[src/rtl/pe_arbiter.sv]
// Registered request arbiter: latches request bits into a pending register,
// picks one eligible bit by fixed priority or round-robin, and holds the grant until it is acknowledged.
module pe_arbiter #(
  parameter  int N = 32,
  localparam int W = (N > 2) ? $clog2(N) : 1
) (
  input  logic         clock,
  input  logic         clear_n,
  input  logic [N-1:0] req,
  input  logic [N-1:0] mask,
  input  logic         mode,
  input  logic         ack,
  output logic         valid,
  output logic [W-1:0] code,
  output logic [N-1:0] pending,
  output logic         any_pend
);

  typedef enum logic {IDLE, GRANT} state_t;

  state_t       state, state_next;
  logic [N-1:0] eligible;
  logic [N-1:0] clr;
  logic [W-1:0] fixed_sel;
  logic [W-1:0] rr_sel;
  logic [W-1:0] sel;
  logic [W-1:0] last;
  logic         grant_load;
  logic         ack_take;
  int           rr_best;
  int           rr_dist;

  assign eligible = pending & mask;

  always_comb begin
    fixed_sel = '0;
    for (int i = 0; i < N; i++) begin
      if (eligible[i]) fixed_sel = W'(i);
    end
  end

  // Distance from the last grant going downward, so bit last-1 is nearest and last itself is farthest.
  always_comb begin
    rr_sel  = '0;
    rr_best = N + 1;
    rr_dist = 0;
    for (int j = 0; j < N; j++) begin
      rr_dist = (int'(last) + N - j) % N;
      if (rr_dist == 0) rr_dist = N;
      if (eligible[j] && (rr_dist < rr_best)) begin
        rr_best = rr_dist;
        rr_sel  = W'(j);
      end
    end
  end

  assign sel = mode ? rr_sel : fixed_sel;

  always_comb begin
    state_next = state;
    grant_load = 1'b0;
    ack_take   = 1'b0;
    case (state)
      IDLE: begin
        if (|eligible) begin
          grant_load = 1'b1;
          state_next = GRANT;
        end
      end
      GRANT: begin
        if (ack) begin
          ack_take   = 1'b1;
          state_next = IDLE;
        end
      end
      default: state_next = IDLE;
    endcase
  end

  always_comb begin
    clr = '0;
    for (int i = 0; i < N; i++) begin
      clr[i] = ack_take && (code == W'(i));
    end
  end

  always_ff @(posedge clock or negedge clear_n) begin
    if (!clear_n) state <= IDLE;
    else          state <= state_next;
  end

  // A request arriving in the ack cycle wins because req is ORed in after the clear.
  always_ff @(posedge clock or negedge clear_n) begin
    if (!clear_n) begin
      valid    <= 1'b0;
      code     <= '0;
      last     <= '0;
      pending  <= '0;
      any_pend <= 1'b0;
    end else begin
      valid    <= (state_next == GRANT);
      if (grant_load) code <= sel;
      if (ack_take)   last <= code;
      pending  <= (pending & ~clr) | req;
      any_pend <= |eligible;
    end
  end

endmodule

[config.mk]
export PLATFORM = sky130hd
export DESIGN_NAME = pe_arbiter
export DESIGN_NICKNAME = d
export VERILOG_FILES = /design/src/rtl/pe_arbiter.sv
export SDC_FILE = /design/constraint.sdc
export NUM_CORES = 1
export LEC_CHECK = 0
export CORE_MARGIN = 10
export CORE_UTILIZATION = 50
export DETAILED_ROUTE_END_ITERATION = 7
export DONT_BUFFER_PORTS = 1
export HOLD_SLACK_MARGIN = 0.08
export SLEW_MARGIN = 20
export SYNTH_ARGS = -nofsm -noshare
export SYNTH_HDL_FRONTEND = slang
export SYNTH_SLANG_ARGS = --single-unit
[constraint.sdc]
create_clock -name clock -period 107.4 [get_ports clock]
set_input_delay 21.48 -clock clock [delete_from_list [all_inputs] [get_ports clock]]
set_output_delay 21.48 -clock clock [all_outputs]
set_load 0.02 [all_outputs]
Word level (Yosys, flattened, before mapping) --
Index checks and enable logic that the tools add are counted. Widths: inputs -> output; s select.
Word-level totals: word-level logic and storage cells 399, bits in registers 44, output and inout bits 39
Cells by class: bitwise operators 37, reductions and logical operators 130, eq/ne operators 31, mux-type cells 132, $add $sub $neg 32, magnitude comparators 32
Operators by type and width (number):
- $mux 32 | 63
- $logic_not 32->1 | 32
- $lt 32x32->1 | 31
- $sub 32x6->32 const B | 15
- $mux 5 | 58
- $sub 32x5->32 const B | 8
- $reduce_or 5->1 | 32
- $sub 32x4->32 const B | 4
- $eq 5x5->1 const B | 16
- $and 32x32->32 | 2
- $logic_and 1x1->1 | 64
- $sub 32x3->32 const B | 2
- $eq 5x4->1 const B | 8
- $lt 32x7->1 const B | 1
- $not 32->32 | 1
- $or 32x32->32 | 1
- $reduce_or 32->1 | 1
- $sub 32x2->32 const B | 1
- $and 1x1->1 | 31
- $eq 5x3->1 const B | 4
- $eq 5x2->1 const B | 2
- $sub 7x5->8 const B | 1
- $add 5x6->7 const B | 1
- $mux 1 | 7
- 7 further kinds | 8

Logic depth before layout (Yosys ltp) --
Gate-level depths: netlist of the first run.
word-level depth 102, depth in mapped cells 291, mapped depth without buffers 273

Least setup slack after synthesis of the first run --
No wires, ideal clock.
path kind input to register, start point input port mask[0], end point register code[2], path slack 33.414 ns, buffers on the path 15, stages on the path 250, required time 107.296 ns, arrival time 73.882 ns, cells stage by stage nand2_1 -> nor2_1 -> nand2_1 -> ha_1 -> or2_2 -> a221o_1 -> a21oi_1 -> a21o_1 -> buf_4 -> nor2_1 -> a21oi_1 -> ha_1 -> nand2_1 -> a41oi_1 -> mux2_2 -> o21ai_2 -> and2_1 -> clkbuf_1 -> (+214 left out) -> o21a_2 -> mux2_1 -> ha_1 -> a21o_1 -> a21o_1 -> a211oi_1 -> o21ai_0 -> o21a_1 -> buf_4 -> mux2_2 -> ha_1 -> a21o_1 -> a21oi_1 -> nor2b_1 -> o31a_1 -> a21oi_1 -> nor3b_4 -> a221oi_1
On the way: word-level cells in the longest chain between the ends 97
Ends and longest elaborated chain:
- start, declared | RTL line 10 | input logic [N-1:0] mask,
- $and 32x32->32 * | RTL line 33 | assign eligible = pending & mask;
- $logic_and 1x1->1 | RTL line 50 | if (eligible[j] && (rr_dist < rr_best)) begin
- $mux 32 | RTL line 50
- $lt 32x32->1 | RTL line 50
- $logic_and 1x1->1 | RTL line 50
- $mux 32 | RTL line 50
- $lt 32x32->1 | RTL line 50
- $logic_and 1x1->1 | RTL line 50
- (+81 left out)
- $mux 32 | RTL line 50
- $lt 32x32->1 | RTL line 50
- $logic_and 1x1->1 | RTL line 50
- $mux 32 | RTL line 50
- $lt 32x32->1 | RTL line 50
- $logic_and 1x1->1 | RTL line 50
- $mux 5 | RTL line 50
- $mux 5 | RTL line 57 | assign sel = mode ? rr_sel : fixed_sel;
- end signal, assigned | RTL line 102 | if (grant_load) code <= sel;
- end, declared | RTL line 14 | output logic [W-1:0] code,
Mark *: on every way between the ends. The rest lies on a longest branch, timed or not. A chain may end at the register's enable or synchronous reset.

Worst setup path in the final report of the first run --
Same ends and word-level chain as after synthesis.

==> results.json, run 1 <==
{
  "status": "complete, no violations",
  "cp_slowest_cell": "a2111oi_0",
  "cts_sinks": 44,
  "rsz0062_at_grt": "false",
  "cp.required_ps": 107600,
  "syn_area_per_cell_um2": 6.94,
  "relSlewSlack_pct": 35.7,
  "fillCellCount": 2463,
  "reg2reg_from": "last[2]",
  "die_x_um": 174,
  "firstDrtPassIters": 6,
  "die_area_mm2": 0.0303,
  "regArea_mm2": 0.00110,
  "n_antenna_cell": 0,
  "yosysWarnings": 0,
  "grt_pass1_vias": 12900,
  "clk_pin_slew_ps": 70,
  "wl_met1_mm": 20.5,
  "rows": 56,
  "synth_nets": 1913,
  "critPathMostFrequentCell": "ha_1",
  "start_util_pct": 50.7,
  "cts_buffer_depth": 2,
  "dp_hpwl_mm": 38.5,
  "core_area_mm2": 0.0234,
  "synthDistinctLibCells": 113,
  "drt_iter0_markers": 1559,
  "placedCellCount": 2000,
  "vias_per_cell": 6.78,
  "cp-end-kind": "flop",
  "antenna_found_initial": 2,
  "portBuffers": 0,
  "layout.nets": 1891,
  "period_needed_ps": 80590,
  "drtAntennaViolNets": 0,
  "dr_wl_met2_mm": 21.8,
  "path_max_fanout": 19,
  "hold_path_class": "reg -> reg",
  "fin_setup_tns_ps": 0,
  "netlist_area_mm2": 0.0119,
  "io_pins": 107,
  "cts_setup_buffers": 0,
  "crit_start": "mask[0]",
  "critPathLaunchType": "primary input",
  "synthToLayoutAreaGrowth_pct": 4.49,
  "synth_enable_flop_cells": 0,
  "stdcell_count": 2008,
  "fmax_mhz": 12.4,
  "period_share_pct": 75.0,
  "cts_resized": 0,
  "hold_buffers": 0,
  "worst_slew_pin_slew_ps": 940,
  "vias": 13600,
  "drv_slew": 0,
  "drive_above_1_share_pct": 8.53,
  "clk_latency_ps": 300,
  "die-height_um": 174,
  "synth-seq-area-share_pct": 9.28,
  "cts_buffers": 5,
  "routed.top_layer": "met5",
  "path_class": "in -> reg",
  "worst_path_largest_cell_delay_ps": 890,
  "finalHoldViolations": 0,
  "skew_ps": 11.9,
  "ys_seq_elements": 44,
  "gp_congestion": 0.985,
  "root_buffer": "clkbuf_16",
  "drc": 0,
  "wl_per_cell_um": 24.4,
  "setup-violations-final": 0,
  "multi_input_comb_area_mm2": 0.0102,
  "cap_violations": 0,
  "grt-ovfl-total": 0,
  "wirelength_mm": 48.9,
  "synth_cells": 1710,
  "htreeDepth": 2,
  "async_reset_ff_share_pct": 100,
  "grt_max_degree": 57,
  "min_from": "pending[16]",
  "groute.usage.overall_pct": 30.7,
  "grt_pass1_wl_mm": 74.4,
  "wl_met3_mm": 4.33,
  "cp.arrival_ps": 80790,
  "cts_tree": "built",
  "synth_flop_cell": "dfrtp_1"
}
[routing by layer]
metal  GRT usage, %  vias up
met5              0        -
met4           13.0        4
met3           6.37      137
met2           49.4      651
met1           38.9     6465
li1               -     6355
[per-stage QoR]
step                utilization [%]  setup slack, ps  instance area (um2)  hold WS [ps]
floorplan                         -            33410                11900           612
global placement               52.3            28550                12200           638
detailed placement             52.3            27700                12200           646
CTS                            53.0            27790                12400           661
global route                   53.0            22300                12400           666
finish                         53.0            26810                12400           653
[worst paths after layout]
path | end | slack, ps | cells after the start
worst min register to register | pending[16] | 650 | 1
worst max register to register | code[2] | 45000 | 240
worst min-delay path | pending[16] | 650 | 1
min in group asynchronous | pending[27] | 20870 | 0
max in group asynchronous | pending[14] | 86420 | 0
worst max-delay path | code[2] | 26810 | 236
[flip-flops by register name, summed over array words and instances, names as in the netlist]
name,count
any_pend,1
code,5
last,5
pending,32
valid,1
[cells in the mapped netlist (7+ instances only)]
cell         n  share of area, %
nor4_1      14              0.74
mux2i_1     22               1.9
nor3_1      64               2.7
or3_1       11              0.58
xor2_1       7              0.52
nor2b_1     17              0.90
buf_2        8              0.34
a211o_1     28               2.1
o21ai_0    101               4.3
o21a_1      21               1.3
o21ai_1      7              0.30
xnor2_1     24               1.8
o31ai_1     15              0.95
ha_1       135                14
a21o_1      44               2.8
mux2_2      31               2.9
o22ai_1      7              0.37
nand4_1     16              0.84
dfrtp_1     44               9.3
mux2_4       7              0.89
a31oi_1     29               1.5
a211oi_1    29               1.8
nand3_1     55               2.3
clkbuf_1    35               1.1
o2111ai_1    8              0.59
nor2_1     196               6.2
inv_1       73               2.3
or2_2       16              0.84
and2_1       8              0.42
o211ai_1    27               1.7
nand2_1    248               7.8
buf_1        8              0.25
o31a_1      13              0.96
a21oi_1    125               5.3
nand2b_1    35               1.8
[kinds of logic (layout without fill, tap and decap cells)]
kind of cell	count (synthesis)	count (layout)	share of synthesized area, %
simple gates	712	712	27.6
compound gates	582	582	35.3
fa+ha+maj	139	139	14.6
buf+inv	137	116	4.67
mux	63	63	5.97
flops	44	44	9.28
xor+xnor	33	33	2.66
[layout by cell type (no fill, tap or decap), types with 28 or more instances in the layout]
master,n
dfrtp_1,43
a211o_1,28
ha_1,135
nand2_1,248
mux2_2,31
nand3_1,55
nor3_1,64
inv_1,73
nand2b_1,35
a21oi_1,125
a21o_1,44
o21ai_0,101
nor2_1,196
a211oi_1,29
a31oi_1,29
[cell type report]
| type | count | share of cell area (%) |
|---|---|---|
| Multi-Input combinational cell | 1529 | 82.4 |
| Sequential cell | 44 | 8.89 |
| Tap cell | 319 | 3.22 |
| Inverter | 80 | 2.42 |
| Timing Repair Buffer | 28 | 1.80 |
| Clock buffer | 6 | 1.04 |
| Clock inverter | 2 | 0.283 |
[worst max-delay path, delay by kind of cell]
kind,cells,cell delay [ps]
buffers and inverters,10,1340
muxes,17,5620
AOI/OAI and AO/OA,112,29490
adders and majority gates,31,9180
and+or+nand+nor,66,13650
Power of run 1 is not shown: default switching activity piles up to over one toggle a cycle in this logic, so the estimate is an artifact.
==> run 2, diff against run 1 <==
Settings changed: PLACE_DENSITY from default to 0.68.
Clock period 107.4 ns to 69.6 ns, I/O delays scaled along.
==> results.json, run 2 (synthesis gave the netlist of run 1 again) <==
{
  "grt_max_degree": 45,
  "die-height_um": 174,
  "skew_ps": 4.53,
  "wirelength_mm": 47.0,
  "fmax_mhz": 15.0,
  "die_area_mm2": 0.0303,
  "drtAntennaViolNets": 0,
  "cap_violations": 0,
  "cts_tree": "built",
  "gp_congestion": 1.03,
  "cts_buffer_depth": 2,
  "worst_path_largest_cell_delay_ps": 550,
  "finalHoldViolations": 0,
  "cp_slowest_cell": "a211oi_1",
  "cp-end-kind": "flop",
  "path_max_fanout": 13,
  "die_x_um": 174,
  "fin_setup_tns_ps": 0,
  "vias_per_cell": 6.73,
  "period_needed_ps": 66560,
  "drv_slew": 0,
  "worst_slew_pin_slew_ps": 1190,
  "largestRegisters": "pending x32, code x5, last x5",
  "critPathLaunchType": "primary input",
  "drive_above_1_share_pct": 15.2,
  "clk_pin_slew_ps": 60,
  "htreeDepth": 2,
  "portBuffers": 0,
  "layout.nets": 1963,
  "cts_sinks": 44,
  "io_pins": 107,
  "largest_register_ffs": 32,
  "wl_per_cell_um": 22.6,
  "final_common_cell": "nand2_1",
  "grt_pass1_wl_mm": 71.5,
  "rows": 56,
  "drt_iter0_markers": 1452,
  "period_share_pct": 95.6,
  "critPathMostFrequentCell": "ha_1",
  "firstDrtPassIters": 6,
  "dp_hpwl_mm": 36.9,
  "status": "complete, no violations",
  "synthToLayoutAreaGrowth_pct": 11.4,
  "mostFrequentLayoutCells": "nand2_1 (244), nor2_1 (193), ha_1 (135)",
  "cp.arrival_ps": 66740,
  "cp.required_ps": 69780,
  "root_buffer": "clkbuf_16",
  "clk_latency_ps": 290,
  "start_util_pct": 50.7,
  "core_area_mm2": 0.0234,
  "relSlewSlack_pct": 20.2,
  "setup-violations-final": 0,
  "drc": 0,
  "antenna_found_initial": 1,
  "cts_buffers": 5,
  "vias": 14000,
  "largest_register": "pending",
  "hold_path_class": "reg -> reg",
  "path_class": "in -> reg",
  "groute.usage.overall_pct": 28.8,
  "grt_pass1_vias": 13100,
  "grt-ovfl-total": 0
}
run 2: path summary, 6_finish.rpt:
kind,startpoint,end,slack (ps),cells after the start
min reg2reg,last[4],last[4],560,1
max,mask[0],code[2],3040,242
min in group asynchronous,clear_n,pending[15],13320,0
min,last[4],last[4],560,1
max in group asynchronous,clear_n,last[0],56190,0
max reg2reg,last[1],code[2],13770,247
run 2: metal layers:
layer	global-route usage, %	share of wire (%)	vias to the layer above
li1	-	-	6517
met1	35.8	40	6556
met2	47.2	45	775
met3	5.57	9.9	163
met4	13.3	5.3	0
met5	0	0	-
run 2: worst max-delay path, delay by kind of cell:
family / cells / cell delay [ps]
simple gates: 77 / 12720
compound gates: 107 / 24180
mux: 15 / 4690
buf+inv: 12 / 1740
fa+ha+maj: 31 / 9420
run 2: area by class of cell:
class,instances,area (um2)
fill,2308,10200
antenna,1,2.50
sequential,44,1100
tap,319,399
inverter,80,300
clock inverter,1,30.0
clock buffer,7,153
timing repair buffer,100,751
multi-input combinational,1529,10500
run 2: metrics by stage:
stage | cell area, um2 | setup WS, ps | cells | util [%] | hold slack (ps)
2_1_floorplan | 11900 | 3170 | 1710 | - | 612
3_3_place_gp | 12600 | 1520 | 2054 | 54.0 | 534
3_5_place_dp | 12600 | 526 | 2054 | 54.0 | 540
4_1_cts | 12800 | 604 | 2062 | 54.8 | 554
5_1_grt | 13200 | -216 | 2080 | 56.5 | 581
6_report | 13200 | 3040 | 2081 | 56.5 | 558
run 2: what timing repair did:
action	4_1_cts	5_1_grt
endpoints found under the setup margin	0	5
gates resized for setup	0	64
setup buffers	0	18
hold buffers	0	0
Power of run 2 is left out for the same reason.
